**config.mk**
```make
export PLATFORM = sky130hd
export DESIGN_NAME = fetch_unit_flat
export DESIGN_NICKNAME = d
export VERILOG_FILES = /design/src/rtl/cpu_pkg.sv /design/src/rtl/fetch_unit_if.sv /design/src/rtl/fetch_unit_fifo.sv /design/src/rtl/fetch_unit.sv /design/src/flat_wrapper.sv
export SDC_FILE = /design/constraint.sdc
export NUM_CORES = 1
export LEC_CHECK = 0
export BUFFER_PORTS_ARGS = -buffer_cell sky130_fd_sc_hd__buf_2
export CORE_MARGIN = 5
export CORE_UTILIZATION = 60
export DETAILED_ROUTE_END_ITERATION = 12
export GPL_ROUTABILITY_DRIVEN = 0
export GPL_TIMING_DRIVEN = 0
export PLACE_DENSITY = 0.86
export SYNTH_ARGS = -nofsm -noshare
export SYNTH_HDL_FRONTEND = slang
export SYNTH_SLANG_ARGS = --single-unit
```
**constraint.sdc**
```tcl
create_clock -name clk -period 9.1 [get_ports clk]
set_input_delay 2.275 -clock clk [delete_from_list [all_inputs] [get_ports clk]]
set_output_delay 2.275 -clock clk [all_outputs]
set_load 0.02 [all_outputs]
```
**src/rtl/cpu_pkg.sv**
```systemverilog
// Shared widths, fetch FSM state encoding and FIFO entry layout
// for the instruction fetch stage.
package cpu_pkg;

    localparam int INSTR_W = 32;
    localparam int ADDR_W  = 32;

    localparam logic [ADDR_W-1:0] DEFAULT_RESET_PC = 32'h0000_0000;

    typedef enum logic [1:0] {
        IDLE,
        REQ,
        DROP
    } fetch_state_e;

    typedef struct packed {
        logic [ADDR_W-1:0]  pc;
        logic [INSTR_W-1:0] instr;
    } fetch_entry_t;

    function automatic logic [ADDR_W-1:0] word_align(
        input logic [ADDR_W-1:0] a
    );
        return a & ~ADDR_W'(3);
    endfunction

endpackage

```
**src/rtl/fetch_unit_if.sv**
```systemverilog
// Fetch stage bus: instruction memory req/ack, branch redirect,
// and the valid/ready hand-off towards decode.
interface fetch_unit_if;
    import cpu_pkg::*;

    logic               imem_req;
    logic [ADDR_W-1:0]  imem_addr;
    logic               imem_ack;
    logic [INSTR_W-1:0] imem_rdata;
    logic               redirect;
    logic [ADDR_W-1:0]  redirect_pc;
    logic               inst_valid;
    logic [INSTR_W-1:0] inst_data;
    logic [ADDR_W-1:0]  inst_pc;
    logic [ADDR_W-1:0]  inst_pc4;
    logic               inst_ready;

    modport master (
        output imem_req, imem_addr,
        output inst_valid, inst_data, inst_pc, inst_pc4,
        input  imem_ack, imem_rdata,
        input  redirect, redirect_pc,
        input  inst_ready
    );

    modport slave (
        input  imem_req, imem_addr,
        input  inst_valid, inst_data, inst_pc, inst_pc4,
        output imem_ack, imem_rdata,
        output redirect, redirect_pc,
        output inst_ready
    );

endinterface

```
**src/rtl/fetch_unit_fifo.sv**
```systemverilog
// Prefetch FIFO holding {pc, instr}; flush beats push and pop.
// Head reads as zero while empty so decode never sees stale words.
module fetch_fifo
    import cpu_pkg::*;
#(
    parameter int DEPTH = 4
) (
    input  logic                   clk,
    input  logic                   reset,
    input  logic                   push,
    input  logic                   pop,
    input  logic                   flush,
    input  fetch_entry_t           wdata,
    output fetch_entry_t           rdata,
    output logic                   empty,
    output logic [$clog2(DEPTH):0] count
);

    localparam int PW = $clog2(DEPTH);
    localparam logic [PW:0] FULL_CNT = (PW+1)'(DEPTH);

    fetch_entry_t   mem_q [DEPTH];
    logic [PW-1:0]  wr_ptr_q, wr_ptr_d;
    logic [PW-1:0]  rd_ptr_q, rd_ptr_d;
    logic [PW:0]    count_q, count_d;
    logic           do_push;
    logic           do_pop;

    always_comb begin
        do_push  = push && !flush;
        do_pop   = pop && !flush && (count_q != '0);
        wr_ptr_d = wr_ptr_q;
        rd_ptr_d = rd_ptr_q;
        count_d  = count_q;
        if (flush) begin
            wr_ptr_d = '0;
            rd_ptr_d = '0;
            count_d  = '0;
        end else begin
            if (do_push) wr_ptr_d = wr_ptr_q + 1'b1;
            if (do_pop)  rd_ptr_d = rd_ptr_q + 1'b1;
            case ({do_push, do_pop})
                2'b10:   count_d = count_q + 1'b1;
                2'b01:   count_d = count_q - 1'b1;
                default: count_d = count_q;
            endcase
        end
    end

    always_ff @(posedge clk) begin
        if (reset) begin
            wr_ptr_q <= '0;
            rd_ptr_q <= '0;
            count_q  <= '0;
        end else begin
            wr_ptr_q <= wr_ptr_d;
            rd_ptr_q <= rd_ptr_d;
            count_q  <= count_d;
        end
    end

    always_ff @(posedge clk) begin
        if (!reset && do_push) mem_q[wr_ptr_q] <= wdata;
    end

    // The fetch FSM only issues with room left, so a full push is a bug.
    always_ff @(posedge clk) begin
        if (!reset) assert (!(do_push && count_q == FULL_CNT));
    end

    assign empty = (count_q == '0);
    assign count = count_q;
    assign rdata = empty ? '0 : mem_q[rd_ptr_q];

endmodule

```
**src/rtl/fetch_unit.sv**
```systemverilog
// Decoupled fetch stage: owns the fetch PC, keeps one imem request
// in flight, buffers words for decode and handles branch redirects.
module fetch_unit
    import cpu_pkg::*;
#(
    parameter int                DEPTH    = 4,
    parameter logic [ADDR_W-1:0] RESET_PC = DEFAULT_RESET_PC
) (
    input  logic        clk,
    input  logic        reset,
    fetch_unit_if.master bus
);

    localparam int CW = $clog2(DEPTH) + 1;
    localparam logic [CW-1:0] FULL_CNT = CW'(DEPTH);
    localparam logic [CW-1:0] LAST_CNT = CW'(DEPTH - 1);

    fetch_state_e      state_q, state_d;
    logic [ADDR_W-1:0] fetch_pc_q, fetch_pc_d;
    logic [ADDR_W-1:0] pend_pc_q, pend_pc_d;
    logic [ADDR_W-1:0] rpc;
    logic              req;
    logic              push;
    logic              pop;
    logic              flush;
    logic              empty;
    logic [CW-1:0]     count;
    fetch_entry_t      head;
    fetch_entry_t      wentry;

    always_comb begin
        rpc        = word_align(bus.redirect_pc);
        pop        = !empty && bus.inst_ready;
        state_d    = state_q;
        fetch_pc_d = fetch_pc_q;
        pend_pc_d  = pend_pc_q;
        req        = 1'b0;
        push       = 1'b0;
        flush      = 1'b0;
        unique case (state_q)
            IDLE: begin
                if (bus.redirect) begin
                    flush      = 1'b1;
                    fetch_pc_d = rpc;
                    state_d    = REQ;
                end else if (count < FULL_CNT) begin
                    state_d = REQ;
                end
            end
            REQ: begin
                req = 1'b1;
                if (bus.imem_ack && bus.redirect) begin
                    flush      = 1'b1;
                    fetch_pc_d = rpc;
                end else if (bus.imem_ack) begin
                    push       = 1'b1;
                    fetch_pc_d = fetch_pc_q + 32'd4;
                    // Stop issuing once this push fills the last slot.
                    if (!(pop || count < LAST_CNT)) state_d = IDLE;
                end else if (bus.redirect) begin
                    flush     = 1'b1;
                    pend_pc_d = rpc;
                    state_d   = DROP;
                end
            end
            DROP: begin
                req = 1'b1;
                if (bus.redirect) flush = 1'b1;
                if (bus.imem_ack) begin
                    fetch_pc_d = bus.redirect ? rpc : pend_pc_q;
                    state_d    = REQ;
                end else if (bus.redirect) begin
                    pend_pc_d = rpc;
                end
            end
            default: state_d = IDLE;
        endcase
    end

    always_ff @(posedge clk) begin
        if (reset) begin
            state_q    <= IDLE;
            fetch_pc_q <= RESET_PC;
            pend_pc_q  <= RESET_PC;
        end else begin
            state_q    <= state_d;
            fetch_pc_q <= fetch_pc_d;
            pend_pc_q  <= pend_pc_d;
        end
    end

    assign wentry.pc    = fetch_pc_q;
    assign wentry.instr = bus.imem_rdata;

    fetch_fifo #(
        .DEPTH (DEPTH)
    ) u_fifo (
        .clk   (clk),
        .reset (reset),
        .push  (push),
        .pop   (pop),
        .flush (flush),
        .wdata (wentry),
        .rdata (head),
        .empty (empty),
        .count (count)
    );

    assign bus.imem_req   = req;
    assign bus.imem_addr  = fetch_pc_q;
    assign bus.inst_valid = !empty;
    assign bus.inst_data  = head.instr;
    assign bus.inst_pc    = head.pc;
    assign bus.inst_pc4   = head.pc + 32'd4;

endmodule

```
**src/flat_wrapper.sv**
```systemverilog
// flat-port wrapper written by rule: the top's interface ports become plain ports
module fetch_unit_flat import cpu_pkg::*;
#(
    parameter int                DEPTH    = 4,
    parameter logic [ADDR_W-1:0] RESET_PC = DEFAULT_RESET_PC
)
  (clk, reset, bus_imem_req, bus_imem_addr, bus_inst_valid, bus_inst_data, bus_inst_pc, bus_inst_pc4, bus_imem_ack, bus_imem_rdata, bus_redirect, bus_redirect_pc, bus_inst_ready);
  fetch_unit_if bus_i ();
  input  logic clk;
  input  logic reset;
  output wire logic [$bits(bus_i.imem_req)-1:0] bus_imem_req;
  output wire logic [$bits(bus_i.imem_addr)-1:0] bus_imem_addr;
  output wire logic [$bits(bus_i.inst_valid)-1:0] bus_inst_valid;
  output wire logic [$bits(bus_i.inst_data)-1:0] bus_inst_data;
  output wire logic [$bits(bus_i.inst_pc)-1:0] bus_inst_pc;
  output wire logic [$bits(bus_i.inst_pc4)-1:0] bus_inst_pc4;
  input wire logic [$bits(bus_i.imem_ack)-1:0] bus_imem_ack;
  input wire logic [$bits(bus_i.imem_rdata)-1:0] bus_imem_rdata;
  input wire logic [$bits(bus_i.redirect)-1:0] bus_redirect;
  input wire logic [$bits(bus_i.redirect_pc)-1:0] bus_redirect_pc;
  input wire logic [$bits(bus_i.inst_ready)-1:0] bus_inst_ready;
  assign bus_imem_req = bus_i.imem_req;
  assign bus_imem_addr = bus_i.imem_addr;
  assign bus_inst_valid = bus_i.inst_valid;
  assign bus_inst_data = bus_i.inst_data;
  assign bus_inst_pc = bus_i.inst_pc;
  assign bus_inst_pc4 = bus_i.inst_pc4;
  assign bus_i.imem_ack = bus_imem_ack;
  assign bus_i.imem_rdata = bus_imem_rdata;
  assign bus_i.redirect = bus_redirect;
  assign bus_i.redirect_pc = bus_redirect_pc;
  assign bus_i.inst_ready = bus_inst_ready;
  fetch_unit #(.DEPTH(DEPTH), .RESET_PC(RESET_PC)) u_core (.clk(clk), .reset(reset), .bus(bus_i));
endmodule
```
* Word level (Yosys, flattened, before mapping)
Memory sizes are Yosys's and may differ from the RTL's. A register that Yosys moved wholly into a read port is not among the register bits. Index checks and enable logic that the tools add are counted. Widths: inputs -> output; s select.
Operators by class: reductions and logical operators 22, add/sub/neg operators 6, eq/ne operators 11, magnitude comparators 2, muxes and demuxes 31
Operators with widths (count):
- $mux 32 | 7
- $pmux 32 s3 | 1
- $add 32x3->32 const B | 2
- $mux 64 | 1
- $pmux 32 s2 | 1
- $mux 2 | 9
- $mux 1 | 9
- $logic_and 1x1->1 | 6
- $ne 2x2->1 const B | 3
- $ne 3x2->1 const B | 2
- $ne 3x3->1 const B | 2
- $pmux 2 s3 | 1
- $pmux 3 s2 | 1
- $reduce_bool 3->1 | 2
- $reduce_or 2->1 | 3
- $reduce_and 5->1 | 1
- $add 2x1->2 const B | 2
- $eq 2x1->1 const B | 2
- $eq 2x2->1 const B | 2
- $reduce_and 4->1 | 1
- $reduce_bool 2->1 | 2
- $add 3x1->3 const B | 1
- $logic_not 1->1 | 3
- $logic_not 3->1 | 1
- other kinds (7) | 7
Word-level totals: bits of input ports 69, memories 1, output and inout bits 130, memory bits (writable) 256, bits in registers 73
Memory list:
- u_core.u_fifo.mem_q | depth 4, bits a word 64, read ports 1, clocked after Yosys merged registers in 1, wr ports 1, RTL line fetch_unit_fifo.sv:22 | fetch_entry_t mem_q [DEPTH];

* Logic depth before layout (Yosys ltp)
Gate-level depths: netlist (run 1).
depth in word-level cells 9, mapped depth 12, mapped depth without buffers 11

* Hierarchy
Synthesis (run 1) repeated with hierarchy kept, for this count alone.
Second synthesis, totals: cell total of the unflattened synthesis 1044, area total of the unflattened synthesis 14497.7 µm²
By module, submodules not included:
- fetch_fifo | cells each 456, area an instance 10137.2 µm², instances 1
- fetch_unit | cells each 588, area an instance 4360.4 µm², instances 1

* Least setup slack after synthesis (run 1)
No wires, ideal clock.
path kind register -> output, start register u_core.u_fifo.count_q[2], in the netlist u_core.u_fifo.count[2], end output bus_inst_pc4[18], data arrival time 2612 ps, path slack 4213 ps, stages on the path, launching flop included 11, required time 6825 ps, buffers on the path 2, path through dfxtp_1 nor3_2 inv_1 clkbuf_1 clkbuf_1 and2_1 ha_1 nand3_1 nor3_2 nand3_1 xnor2_1
Between the ends: word-level cells in the longest chain between the ends 3
RTL lines:
- start, declared | RTL line fetch_unit_fifo.sv:25 | logic [PW:0] count_q, count_d;
- start signal, assigned | RTL line fetch_unit_fifo.sv:58 | count_q <= count_d;
- $logic_not 3->1 | RTL line fetch_unit_fifo.sv:71 | assign empty = (count_q == '0);
- $mux 64 | RTL line fetch_unit_fifo.sv:73 | assign rdata = empty ? '0 : mem_q[rd_ptr_q];
- named net bus_inst_pc[2] | RTL line flat_wrapper.sv:15 | output wire logic [$bits(bus_i.inst_pc)-1:0] bus_inst_pc;
- $add 32x3->32 | RTL line fetch_unit.sv:114 | assign bus.inst_pc4 = head.pc + 32'd4;
- end, declared | RTL line flat_wrapper.sv:16 | output wire logic [$bits(bus_i.inst_pc4)-1:0] bus_inst_pc4;
The timed path passes the listed nets, and every way through them passes these cells.

* Final worst setup path (run 1)
start register u_core.u_fifo.count_q[2], in the netlist u_core.u_fifo.count[2], end output bus_inst_pc4[18]
Between the ends: word-level cells in the longest chain between the ends 3
RTL lines (RTL line):
- $logic_not 3->1 | fetch_unit_fifo.sv:71
- $mux 64 | fetch_unit_fifo.sv:73
- $add 32x3->32 | fetch_unit.sv:114
Every way passes these cells.

==> results of run 1 <==
[final cells by class]
| cell class | count | area [um2] |
|---|---|---|
| buffer | 65 | 358 |
| sequential | 331 | 9190 |
| multi-input combinational | 656 | 5120 |
| timing repair buffer | 199 | 1090 |
| fill | 1513 | 6840 |
| tap | 324 | 405 |
| clock inverter | 17 | 231 |
| clock buffer | 45 | 932 |
| inverter | 23 | 86.3 |
[per-stage QoR]
stage          cells  utilization  setup WS [ps]  total power [mW]  area, um2
2_1_floorplan   1075            -           4210              2.42      14700
5_1_grt         1660        0.718           1840              4.34      17400
6_report        1660        0.718           2150              4.20      17400
3_5_place_dp    1598        0.670           2780              2.75      16200
4_1_cts         1660        0.718           2150              4.18      17400
3_3_place_gp    1594        0.665           2780              2.72      16100
[tightest hold or removal path: stages (launching register included)]
cell     delay, ps
dfxtp_1        300
nand2_1         50
a21oi_1         50
[synth_stat cells (7+ instances only)]
cell / count / area share
edfxtp_1: 256 / 0.52
nand2_1: 110 / 0.028
dfxtp_1: 75 / 0.10
and2_1: 65 / 0.028
a21oi_1: 62 / 0.021
nor2_1: 62 / 0.016
mux4_2: 55 / 0.084
clkbuf_1: 38 / 0.0097
xnor2_1: 34 / 0.020
nand3_1: 33 / 0.011
inv_1: 22 / 0.0056
o21ai_0: 22 / 0.0075
a211oi_1: 18 / 0.0092
a221oi_1: 16 / 0.0095
xor2_1: 14 / 0.0083
nor3_1: 13 / 0.0044
nand4_1: 12 / 0.0051
a22o_1: 11 / 0.0065
ha_1: 11 / 0.0093
a22oi_1: 10 / 0.0051
and3_1: 9 / 0.0038
mux4_1: 9 / 0.016
buf_4: 8 / 0.0041
a211o_1: 7 / 0.0042
buf_6: 7 / 0.0053
o211ai_1: 7 / 0.0036
[kinds of logic after synthesis]
family	Yosys count	synth area share
compound gates	179	0.0815
buf+inv	88	0.0301
xor+xnor	48	0.0285
flops	331	0.623
fa+ha+maj	12	0.0107
mux	71	0.106
simple gates	346	0.120
[power breakdown]
part	internal [mW]	switching (mW)	total, mW
Clock	0.870	0.578	1.45
Combinational	0.269	0.527	0.796
Sequential	1.77	0.182	1.95
[cells in the final DEF (no fill, tap or decap), types with 10 or more instances in the layout]
master     instances
edfxtp_1         256
buf_2            200
nand2_1          110
dfxtp_1           75
nor2_1            62
a21oi_1           62
and2_1            61
mux4_2            55
clkbuf_1          45
xnor2_1           34
clkbuf_16         34
nand3_1           33
inv_1             22
o21ai_0           22
a211oi_1          18
a221oi_1          16
xor2_1            14
nor3_1            13
nand4_1           12
a22o_1            11
ha_1              11
a22oi_1           10
[state kept, by name (all words and copies together), names as in the netlist, named ones only]
signal	cells
u_core.state_q	2
u_core.pend_pc_q	32
u_core.u_fifo.rd_ptr_q	2
u_core.u_fifo.mem_q	256
u_core.u_fifo.wr_ptr_q	2
u_core.bus.imem_addr	32
u_core.u_fifo.count	3
[how the worst min path moves through the flow]
stage / startpoint / cells after the start / slack (ps) / endpoint
5_1_grt: u_core.pend_pc_q[24]$_SDFFE_PP0P_ / 2 / 480 / u_core.pend_pc_q[24]$_SDFFE_PP0P_
2_1_floorplan: u_core.pend_pc_q[2]$_SDFFE_PP0P_ / 2 / 440 / u_core.pend_pc_q[2]$_SDFFE_PP0P_
6_report: u_core.pend_pc_q[24]$_SDFFE_PP0P_ / 2 / 450 / u_core.pend_pc_q[24]$_SDFFE_PP0P_
4_1_cts: u_core.pend_pc_q[28]$_SDFFE_PP0P_ / 2 / 450 / u_core.pend_pc_q[28]$_SDFFE_PP0P_
3_5_place_dp: u_core.pend_pc_q[28]$_SDFFE_PP0P_ / 2 / 450 / u_core.pend_pc_q[28]$_SDFFE_PP0P_
3_3_place_gp: u_core.pend_pc_q[2]$_SDFFE_PP0P_ / 2 / 440 / u_core.pend_pc_q[2]$_SDFFE_PP0P_
[routing by layer]
| metal | wire length (um) | track usage | up-vias |
|---|---|---|---|
| li1 | - | - | 4568 |
| met1 | 14900 | 0.371 | 5101 |
| met2 | 19600 | 0.470 | 718 |
| met3 | 3950 | 0.0500 | 102 |
| met4 | 1330 | 0.0943 | 0 |
| met5 | 0 | 0 | - |
==> summary.md, run 1 <==
| Metric | Value |
|---|---|
| CP Buf/Inv Count | 4 |
| Root buffer cell | clkbuf_16 |
| Synthesized area per cell | 13.7 um2 |
| DR vias | 10.5k |
| Antenna diodes | 0 |
| Setup CP Type | register to output port |
| Slowest-stage cell, CP | clkbuf_1 |
| Worst Path Max Fanout | 10 |
| Synth Register Bits | 331 |
| Final-report setup violation count | 0 |
| Final hold vios | 0 |
| Post-DP HPWL | 27000 um |
| First-pass GRT wire length | 60600 um |
| Critical path, cell by cell | nor3_2 -> inv_1 -> clkbuf_1 -> clkbuf_1 -> and2_1 -> ha_1 -> nand3_1 -> nor3_2 -> nand3_1 -> xnor2_1 -> buf_2 |
| GR Overflow Total | 0 |
| Max clock buf depth | 3 |
| WL final | 39800 um |
| Post-synthesis instance area | 14700 um2 |
| Largest net degree at the start of global routing | 46 |
| Port bufs | 195 |
| Rel. slew slack | 0.419 |
| R2R depth | 8 |
| Worst Setup SP | u_core.u_fifo.count[2]$_SDFFE_PP0P_ |
| Skew-Pair Late Insertion Delay | 520 ps |
| Core area | 24200 um2 |
| Async SR Flop Fraction | 0 |
| Critical Path Sink | bus_inst_pc4[18] |
| Starting Density | 0.608 |
| Worst min-delay path class | register to register |
| Hold_buf cts | 0 |
| Vias per cell | 6.32 |
| Leak | 6.28 nW |
| Critical Path End Type | output port |
| Sequential cell area fraction in the yosys report | 0.623 |
| Die ar. | 27800 um2 |
| # resized after CTS | 0 |
| Syn Nets | 1156 |
| Share of cells above drive strength 1 | 0.263 |
| Unrepaired setup endpoints after global routing | no |
| CP delay by family, top | simple AND/OR/NAND/NOR gates |
| Critical Path Max Stage Delay | 630 ps |
| Stages on the worst setup path | 11 |
| # H-tree levels | 2 |
| CTS sink count | 331 |
| Routed len/inst | 24.0 um |
| Area Growth Syn to Fin | 18.1% |
| Worst Skew | 25.2 ps |
| Synthesized instance count | 1075 |
| CTS buffer count | 34 |
| Num rows | 57 |
| GRT Overall Usage | 0.279 |
| DIE HEIGHT | 167 um |
| Arrival @ worst endpoint | 4680 ps |
| IR drop worst, VDD | 0.190 mV |
| Final Slew Violations | 0 |
| Post-CTS Setup Inserts | 0 |
| Post-synth EDFFs | 256 |
| I/O Pins | 199 |
| DRC errors left | 0 |
| Initial antenna violation count | 0 |
| # nets final | 1391 |
| Drt first-iter violations | 1339 |
| Final Critical Period | 6950 ps |
| Outcome | complete, no violations |
| Worst r2r src | u_core.state_q[0]$_SDFFE_PP0P_ |
| DR pass1 iterations | 8 |
| Worst hold slack | 454 ps |
| Number of distinct library cells after synthesis | 73 |
| Worst-path clk slew | 60 ps |
| Critical path launch point type | register |
| R2R setup slack | 5940 ps |
| Fin crit share | 0.764 |
| Max Cap Viol | 0 |
| Slew @ Worst Pin | 872 ps |
| Setup_tns | 0 ps |
| Reg-to-Reg End | u_core.bus.imem_addr[30]$_SDFFE_PP0P_ |
| FMAX | 144 MHz |
| Die Width | 167 um |
| Synthesis Warnings | 0 |
| Top_reg_cell synth | edfxtp_1 |
| PD cells | 241 nW/um2 |
| Vias in the first global route | 10.4k |
| CTS tree | yes |
| Antenna Nets Post-Route | 0 |
| Data required, critical path | 6830 ps |
(Power assumes the default switching activity.)
==> run 2, diff against run 1 <==
--- a/config.mk
+++ b/config.mk
@@ -7,11 +7,11 @@
 export LEC_CHECK = 0
 export BUFFER_PORTS_ARGS = -buffer_cell sky130_fd_sc_hd__buf_2
 export CORE_MARGIN = 5
-export CORE_UTILIZATION = 60
+export CORE_UTILIZATION = 52
 export DETAILED_ROUTE_END_ITERATION = 12
 export GPL_ROUTABILITY_DRIVEN = 0
 export GPL_TIMING_DRIVEN = 0
-export PLACE_DENSITY = 0.86
+export PLACE_DENSITY = 0.79
 export SYNTH_ARGS = -nofsm -noshare
 export SYNTH_HDL_FRONTEND = slang
 export SYNTH_SLANG_ARGS = --single-unit
==> constraint.sdc (replaced) <==
create_clock -name clk -period 6.31 [get_ports clk]
set_input_delay 1.5775 -clock clk [delete_from_list [all_inputs] [get_ports clk]]
set_output_delay 1.5775 -clock clk [all_outputs]
set_load 0.02 [all_outputs]
==> run 2 against run 1 <==
Net effect: combinational power rose by 44%; sequential power is 44% higher; final cell count is 3.5% higher; non-clock buffer count stayed put; total power grew 41%; count of clock-buffer cells in the layout rose by 1; sequential share of layout area up 0.061 points; worst setup slack worse by 1900 ps; critical path depth is the same; hold slack better by 3.4 ps; clock power is 35% higher; clock skew is 8.9 ps lower; highest routed layer unchanged.
==> summary.md, run 2 (synthesis gave the netlist of run 1 again) <==
| Metric | Value |
|---|---|
| Unrepaired setup endpoints after global routing | no |
| Outcome | complete, no violations |
| Pint | 4.05 mW (+39%) |
| # H-tree levels | 2 (unchanged) |
| Max clock buf depth | 3 (unchanged) |
| Worst Setup SP | u_core.u_fifo.count[2]$_SDFFE_PP0P_ |
| Port bufs | 195 (unchanged) |
| IR drop worst, VDD | 0.239 mV (+26%) |
| Setup slack after layout | 205 ps (-1940 ps) |
| GR Overflow Total | 0 (unchanged) |
| Fin crit share | 0.968 |
| Clock network power share | 0.332 (-0.013) |
| Hold_buf cts | 0 (unchanged) |
| Core area | 27900 um2 (+15%) |
| Slowest-stage cell, CP | nor3_2 |
| Commonest non-fill, non-tap cell in the layout | edfxtp_1 |
| Data required, critical path | 4730 ps (-2100 ps) |
| GRT Overall Usage | 0.233 (-0.0454) |
| Final Slew Violations | 0 (unchanged) |
| Skew-Pair Late Insertion Delay | 530 ps (about the same) |
| Max Cap Viol | 0 (unchanged) |
| Critical Path Sink | bus_inst_pc4[20] |
| Final-report setup violation count | 0 (unchanged) |
| Antenna Nets Post-Route | 0 (unchanged) |
| Root buffer cell | clkbuf_16 |
| Worst-path clk slew | 60 ps (about the same) |
| R2R depth | 8 (unchanged) |
| Critical path launch point type | register |
| Critical Path Max Stage Delay | 580 ps (-50 ps) |
| CTS buffer count | 36 (+5.9%) |
| Antenna diodes | 0 (unchanged) |
| Starting Density | 0.529 (-0.0788) |
| First-pass GRT wire length | 57200 um (-5.5%) |
| Area Growth Syn to Fin | 17.9% |
| Worst Path Max Fanout | 10 (unchanged) |
| Switching Fraction | 0.314 (+0.00744) |
| Biggest register | u_core.u_fifo.mem_q |
| Leak | 6.23 nW (-0.71%) |
| DR pass1 iterations | 6 (-2) |
| Arrival @ worst endpoint | 4530 ps (-150 ps) |
| Max reg flops | 256 (unchanged) |
| Sequential fraction of design power | 0.474 (+0.009) |
| Worst min-delay path class | register to register |
| DRC errors left | 0 (unchanged) |
| Vias per cell | 6.00 (-5.1%) |
| Combinational power share | 0.194 (+0.004) |
| Post-Place Worst Slack | 816 ps (-1960 ps) |
| Total Power | 5.91 mW (+41%) |
| Largest net degree at the start of global routing | 45 (-2.2%) |
| FMAX | 164 MHz |
| Post-DP HPWL | 26700 um (-1.1%) |
| Setup CP Type | register to output port |
| # nets final | 1393 (+0.14%) |
| Worst hold slack | 457 ps (+3.45 ps) |
| I/O Pins | 199 (unchanged) |
| R2R setup slack | 3190 ps (-2750 ps) |
| Initial antenna violation count | 0 (unchanged) |
| Die Width | 178 um (+7.0%) |
| Num rows | 61 (+7.0%) |
| Critical Path End Type | output port |
| Final hold vios | 0 (unchanged) |
| CP Buf/Inv Count | 4 (unchanged) |
| # resized after CTS | 0 (unchanged) |
| Final cell count without fillers | 1718 (+3.5%) |
| Reg-to-Reg End | u_core.bus.imem_addr[22]$_SDFFE_PP0P_ |
| DR vias | 10.3k (-1.7%) |
| Routed len/inst | 22.1 um (-7.9%) |
| Die ar. | 31800 um2 (+14%) |
| Drt first-iter violations | 1191 (-11%) |
| P_sw | 1.86 mW (+44%) |
| Stages on the worst setup path | 11 (unchanged) |
| WL final | 37900 um (-4.7%) |
| CP delay by family, top | simple AND/OR/NAND/NOR gates |
| Placed Instances | 1652 (+3.4%) |
| DIE HEIGHT | 178 um (+7.0%) |
| Setup_tns | 0 ps (unchanged) |
| Post-CTS Setup Inserts | 0 (unchanged) |
| PD cells | 340 nW/um2 (+41%) |
| Slew @ Worst Pin | 864 ps (-8.06 ps) |
| Final Critical Period | 6110 ps |
| Critical path, cell by cell | nor3_2 -> inv_1 -> clkbuf_1 -> clkbuf_1 -> and2_1 -> ha_1 -> nand3_1 -> nor3_2 -> nand3_1 -> xnor2_1 -> buf_2 |
| Worst Skew | 16.3 ps (-8.89 ps) |
| Vias in the first global route | 9977 (-4.3%) |
| Most frequent cells in the layout | 256 x edfxtp_1, 200 x buf_2, 110 x nand2_1 |
| CTS tree | yes |
| Worst r2r src | u_core.state_q[1]$_SDFFE_PP0P_ |
| CTS sink count | 331 (unchanged) |
| Rel. slew slack | 0.424 (+0.00538) |
| Share of cells above drive strength 1 | 0.261 (-0.00228) |
## run 2: cell count changes in the layout (fill, tap and decap cells not counted), sizes merged
cell	previous run	this run
clkinv	9	14
bufinv	5	1
clkbuf	85	86
clkinvlp	2	3
inv	24	25
## run 2: power groups by stage
stage	Clock, mW	Sequential [mW]	Combinational [mW]
after floorplan	0	2.84	0.649
after global placement	0	2.82	1.10
after detailed placement	0	2.83	1.12
after CTS	1.98	2.79	1.13
after global routing	2.08	2.82	1.23
final	1.96	2.80	1.15
## run 2: routing by layer
metal,share of wire,up-vias,track usage
li1,-,4590,-
met1,0.39,5068,0.310
met2,0.48,571,0.387
met3,0.10,78,0.0562
met4,0.026,0,0.0668
met5,0,-,0
## run 2: stage by stage
| step | utilization | cell area, um2 |
|---|---|---|
| detailed placement | 0.585 | 16300 |
| global placement | 0.581 | 16200 |
| CTS | 0.624 | 17400 |
| floorplan | - | 14700 |
| global route | 0.624 | 17400 |
| finish | 0.624 | 17400 |
## run 2: worst reg2reg max path: stages, from the launching register on
cell and delay, ps:
dfxtp_1 400, inv_1 80, ha_1 370, clkbuf_1 430, nand2_1 130, a21oi_1 690
clkbuf_1 470, nand2_1 130, a211oi_1 310
## run 2: worst min-delay path by stage
| stage | depth (start not counted) | end | startpoint |
|---|---|---|---|
| after global placement | 2 | u_core.pend_pc_q[2]$_SDFFE_PP0P_ | u_core.pend_pc_q[2]$_SDFFE_PP0P_ |
| after global routing | 2 | u_core.pend_pc_q[29]$_SDFFE_PP0P_ | u_core.pend_pc_q[29]$_SDFFE_PP0P_ |
| after floorplan | 2 | u_core.pend_pc_q[2]$_SDFFE_PP0P_ | u_core.pend_pc_q[2]$_SDFFE_PP0P_ |
| final | 2 | u_core.pend_pc_q[29]$_SDFFE_PP0P_ | u_core.pend_pc_q[29]$_SDFFE_PP0P_ |
| after detailed placement | 2 | u_core.pend_pc_q[4]$_SDFFE_PP0P_ | u_core.pend_pc_q[4]$_SDFFE_PP0P_ |
| after CTS | 2 | u_core.pend_pc_q[4]$_SDFFE_PP0P_ | u_core.pend_pc_q[4]$_SDFFE_PP0P_ |
## run 2: cell type report
type                    instances  area [um2]
multi-input cells             656        5120
repair buffers                199        1060
clock buffers                  46         938
plain buffers                  65         358
inverters                      23        86.3
fillers                      2084       10500
flip-flops and latches        331        9190
clock inverters                20         160
well taps                     378         473
==> run 3, diff against run 2 <==
--- a/config.mk
+++ b/config.mk
@@ -7,11 +7,11 @@
 export LEC_CHECK = 0
 export BUFFER_PORTS_ARGS = -buffer_cell sky130_fd_sc_hd__buf_2
 export CORE_MARGIN = 5
-export CORE_UTILIZATION = 52
+export CORE_UTILIZATION = 42
 export DETAILED_ROUTE_END_ITERATION = 12
 export GPL_ROUTABILITY_DRIVEN = 0
 export GPL_TIMING_DRIVEN = 0
-export PLACE_DENSITY = 0.79
+export PLACE_DENSITY = 0.67
 export SYNTH_ARGS = -nofsm -noshare
 export SYNTH_HDL_FRONTEND = slang
 export SYNTH_SLANG_ARGS = --single-unit
==> run 3 against run 2 <==
Net effect: combinational power about the same; global-route usage shrank 3.8 points; fmax is 4.8% higher; critical path depth did not move; highest routed layer unchanged; count of clock-buffer cells in the layout fell by 1; non-clock buffer count did not move; worst setup slack better by 280 ps; cell area increased by 0.88%; critical endpoint is now bus_inst_pc4[18]; sequential share of layout area decreased by 0.46 points; critical path type unchanged; first-iteration DRC count fell by 33%.
==> summary.md, run 3 (synthesis gave the netlist of run 1 again) <==
| Metric | Value |
|---|---|
| Arrival @ worst endpoint | 4250 ps (-280 ps) |
| CP delay by family, top | simple AND/OR/NAND/NOR gates |
| Setup CP Type | register to output port |
| Largest net degree at the start of global routing | 56 (+24%) |
| Antenna Nets Post-Route | 0 (unchanged) |
| Routed len/inst | 21.7 um (-1.8%) |
| Starting Density | 0.426 (-0.103) |
| Drt first-iter violations | 796 (-33%) |
| Vias per cell | 5.58 (-7.1%) |
| Final-report setup violation count | 0 (unchanged) |
| Final hold vios | 0 (unchanged) |
| # H-tree levels | 2 (unchanged) |
| Setup_tns | 0 ps (unchanged) |
| Critical path, cell by cell | nor3_2 -> inv_1 -> clkbuf_1 -> clkbuf_1 -> and2_1 -> ha_1 -> nand3_1 -> nor3_2 -> nand3_1 -> xnor2_1 -> buf_2 |
| Worst-path clk slew | 60 ps (about the same) |
| Commonest non-fill, non-tap cell in the layout | edfxtp_1 |
| Biggest register | u_core.u_fifo.mem_q |
| Unrepaired setup endpoints after global routing | no |
| Slew @ Worst Pin | 906 ps (+41.9 ps) |
| Max Cap Viol | 0 (unchanged) |
| DR vias | 9997 (-3.0%) |
| GR Overflow Total | 0 (unchanged) |
| I/O Pins | 199 (unchanged) |
| Root buffer cell | clkbuf_16 |
| CTS tree | yes |
| Critical Path End Type | output port |
| Die ar. | 39000 um2 (+22%) |
| CTS buffer count | 36 (unchanged) |
| Die Width | 197 um (+11%) |
| # resized after CTS | 0 (unchanged) |
| GR Util met2 | 0.314 (-0.0725) |
| # nets final | 1393 (unchanged) |
| CTS sink count | 331 (unchanged) |
| Port bufs | 195 (unchanged) |
| First-pass GRT wire length | 58800 um (+2.7%) |
| Initial antenna violation count | 0 (unchanged) |
| Worst hold slack | 453 ps (-4.09 ps) |
| WL final | 38900 um (+2.5%) |
| GRT met1 Usage | 0.272 (-0.0376) |
| Finished Cell Area | 17500 um2 (+0.88%) |
| Worst Path Max Fanout | 10 (unchanged) |
| Met3 usage | 0.0467 (-0.00943) |
| Final Critical Period | 5820 ps (-282 ps) |
| Vias in the first global route | 9649 (-3.3%) |
| Rel. slew slack | 0.396 (-0.0279) |
| Core area | 34600 um2 (+24%) |
| Max reg flops | 256 (unchanged) |
| CP Buf/Inv Count | 4 (unchanged) |
| Placed cell areas | 16400 um2 (+0.73%) |
| Final Slew Violations | 0 (unchanged) |
| Num rows | 68 (+11%) |
| Data required, critical path | 4730 ps (about the same) |
| Skew-Pair Late Insertion Delay | 540 ps (about the same) |
| Total Power | 5.96 mW (+0.96%) |
| Critical path launch point type | register |
| Most frequent cells in the layout | 256 x edfxtp_1, 200 x buf_2, 110 x nand2_1 |
| DR pass1 iterations | 5 (-1) |
| IR drop worst, VDD | 0.231 mV (-3.2%) |
| Antenna diodes | 0 (unchanged) |
| DIE HEIGHT | 197 um (+11%) |
| Fin crit share | 0.923 (-0.0447) |
| DRC errors left | 0 (unchanged) |
| Critical Path Max Stage Delay | 470 ps (-110 ps) |
| Hold_buf cts | 0 (unchanged) |
| FMAX | 172 MHz (+4.8%) |
| Outcome | complete, no violations |
| PD cells | 340 nW/um2 (about the same) |
| Slowest-stage cell, CP | clkbuf_1 |
| GRT Max-Usage Layer | met2 |
| Share of cells above drive strength 1 | 0.262 (+0.00114) |
| Worst min-delay path class | register to register |
| Max clock buf depth | 3 (unchanged) |
| Area Growth Syn to Fin | 19.0% |
| GRT Overall Usage | 0.195 (-0.0382) |
| Post-CTS Setup Inserts | 0 (unchanged) |
| Worst Skew | 20.1 ps (+3.77 ps) |
| Post-DP HPWL | 28200 um (+5.4%) |
| Leak | 6.26 nW (+0.49%) |
[run 3: worst paths after layout]
check / end / start / slack (ps) / cells after the start
min: u_core.pend_pc_q[3]$_SDFFE_PP0P_ / u_core.pend_pc_q[3]$_SDFFE_PP0P_ / 450 / 2
max: bus_inst_pc4[18] / u_core.u_fifo.count[2]$_SDFFE_PP0P_ / 490 / 11
min reg2reg: u_core.pend_pc_q[3]$_SDFFE_PP0P_ / u_core.pend_pc_q[3]$_SDFFE_PP0P_ / 450 / 2
max reg2reg: u_core.bus.imem_addr[30]$_SDFFE_PP0P_ / u_core.state_q[0]$_SDFFE_PP0P_ / 3170 / 8
[run 3: where the power goes]
part,leakage (nW),internal (mW),switching (mW),total [mW]
clock network,0.552,1.17,0.855,2.02
registers,2.94,2.56,0.254,2.81
logic,2.77,0.387,0.745,1.13
[run 3: cell type report]
type / count / area [um2]
Buffer: 65 / 358
Clock buffer: 45 / 955
Clock inverter: 19 / 178
Fill cell: 2976 / 17100
Inverter: 23 / 86.3
Multi-Input combinational cell: 656 / 5120
Sequential cell: 331 / 9190
Tap cell: 455 / 569
Timing Repair Buffer: 199 / 1090
[run 3: per-stage QoR]
| stage | util | cells | setup WS [ps] |
|---|---|---|---|
| final | 0.507 | 1793 | 487 |
| after detailed placement | 0.474 | 1729 | 1000 |
| after floorplan | - | 1075 | 2120 |
| after CTS | 0.507 | 1793 | 425 |
| after global placement | 0.470 | 1725 | 513 |
| after global routing | 0.507 | 1793 | 203 |
[run 3: layer usage]
| metal | part of all wire | routed length [um] |
|---|---|---|
| met2 | 0.47 | 18300 |
| met1 | 0.42 | 16300 |
| met3 | 0.089 | 3470 |
| met4 | 0.021 | 832 |
| met5 | 0 | 0 |
[run 3: tightest hold or removal path: cells and delay by family (launching register included)]
kind	cells	cell delay, ps
and+or+nand+nor	1	50
DFF	1	300
AOI/OAI and AO/OA	1	50
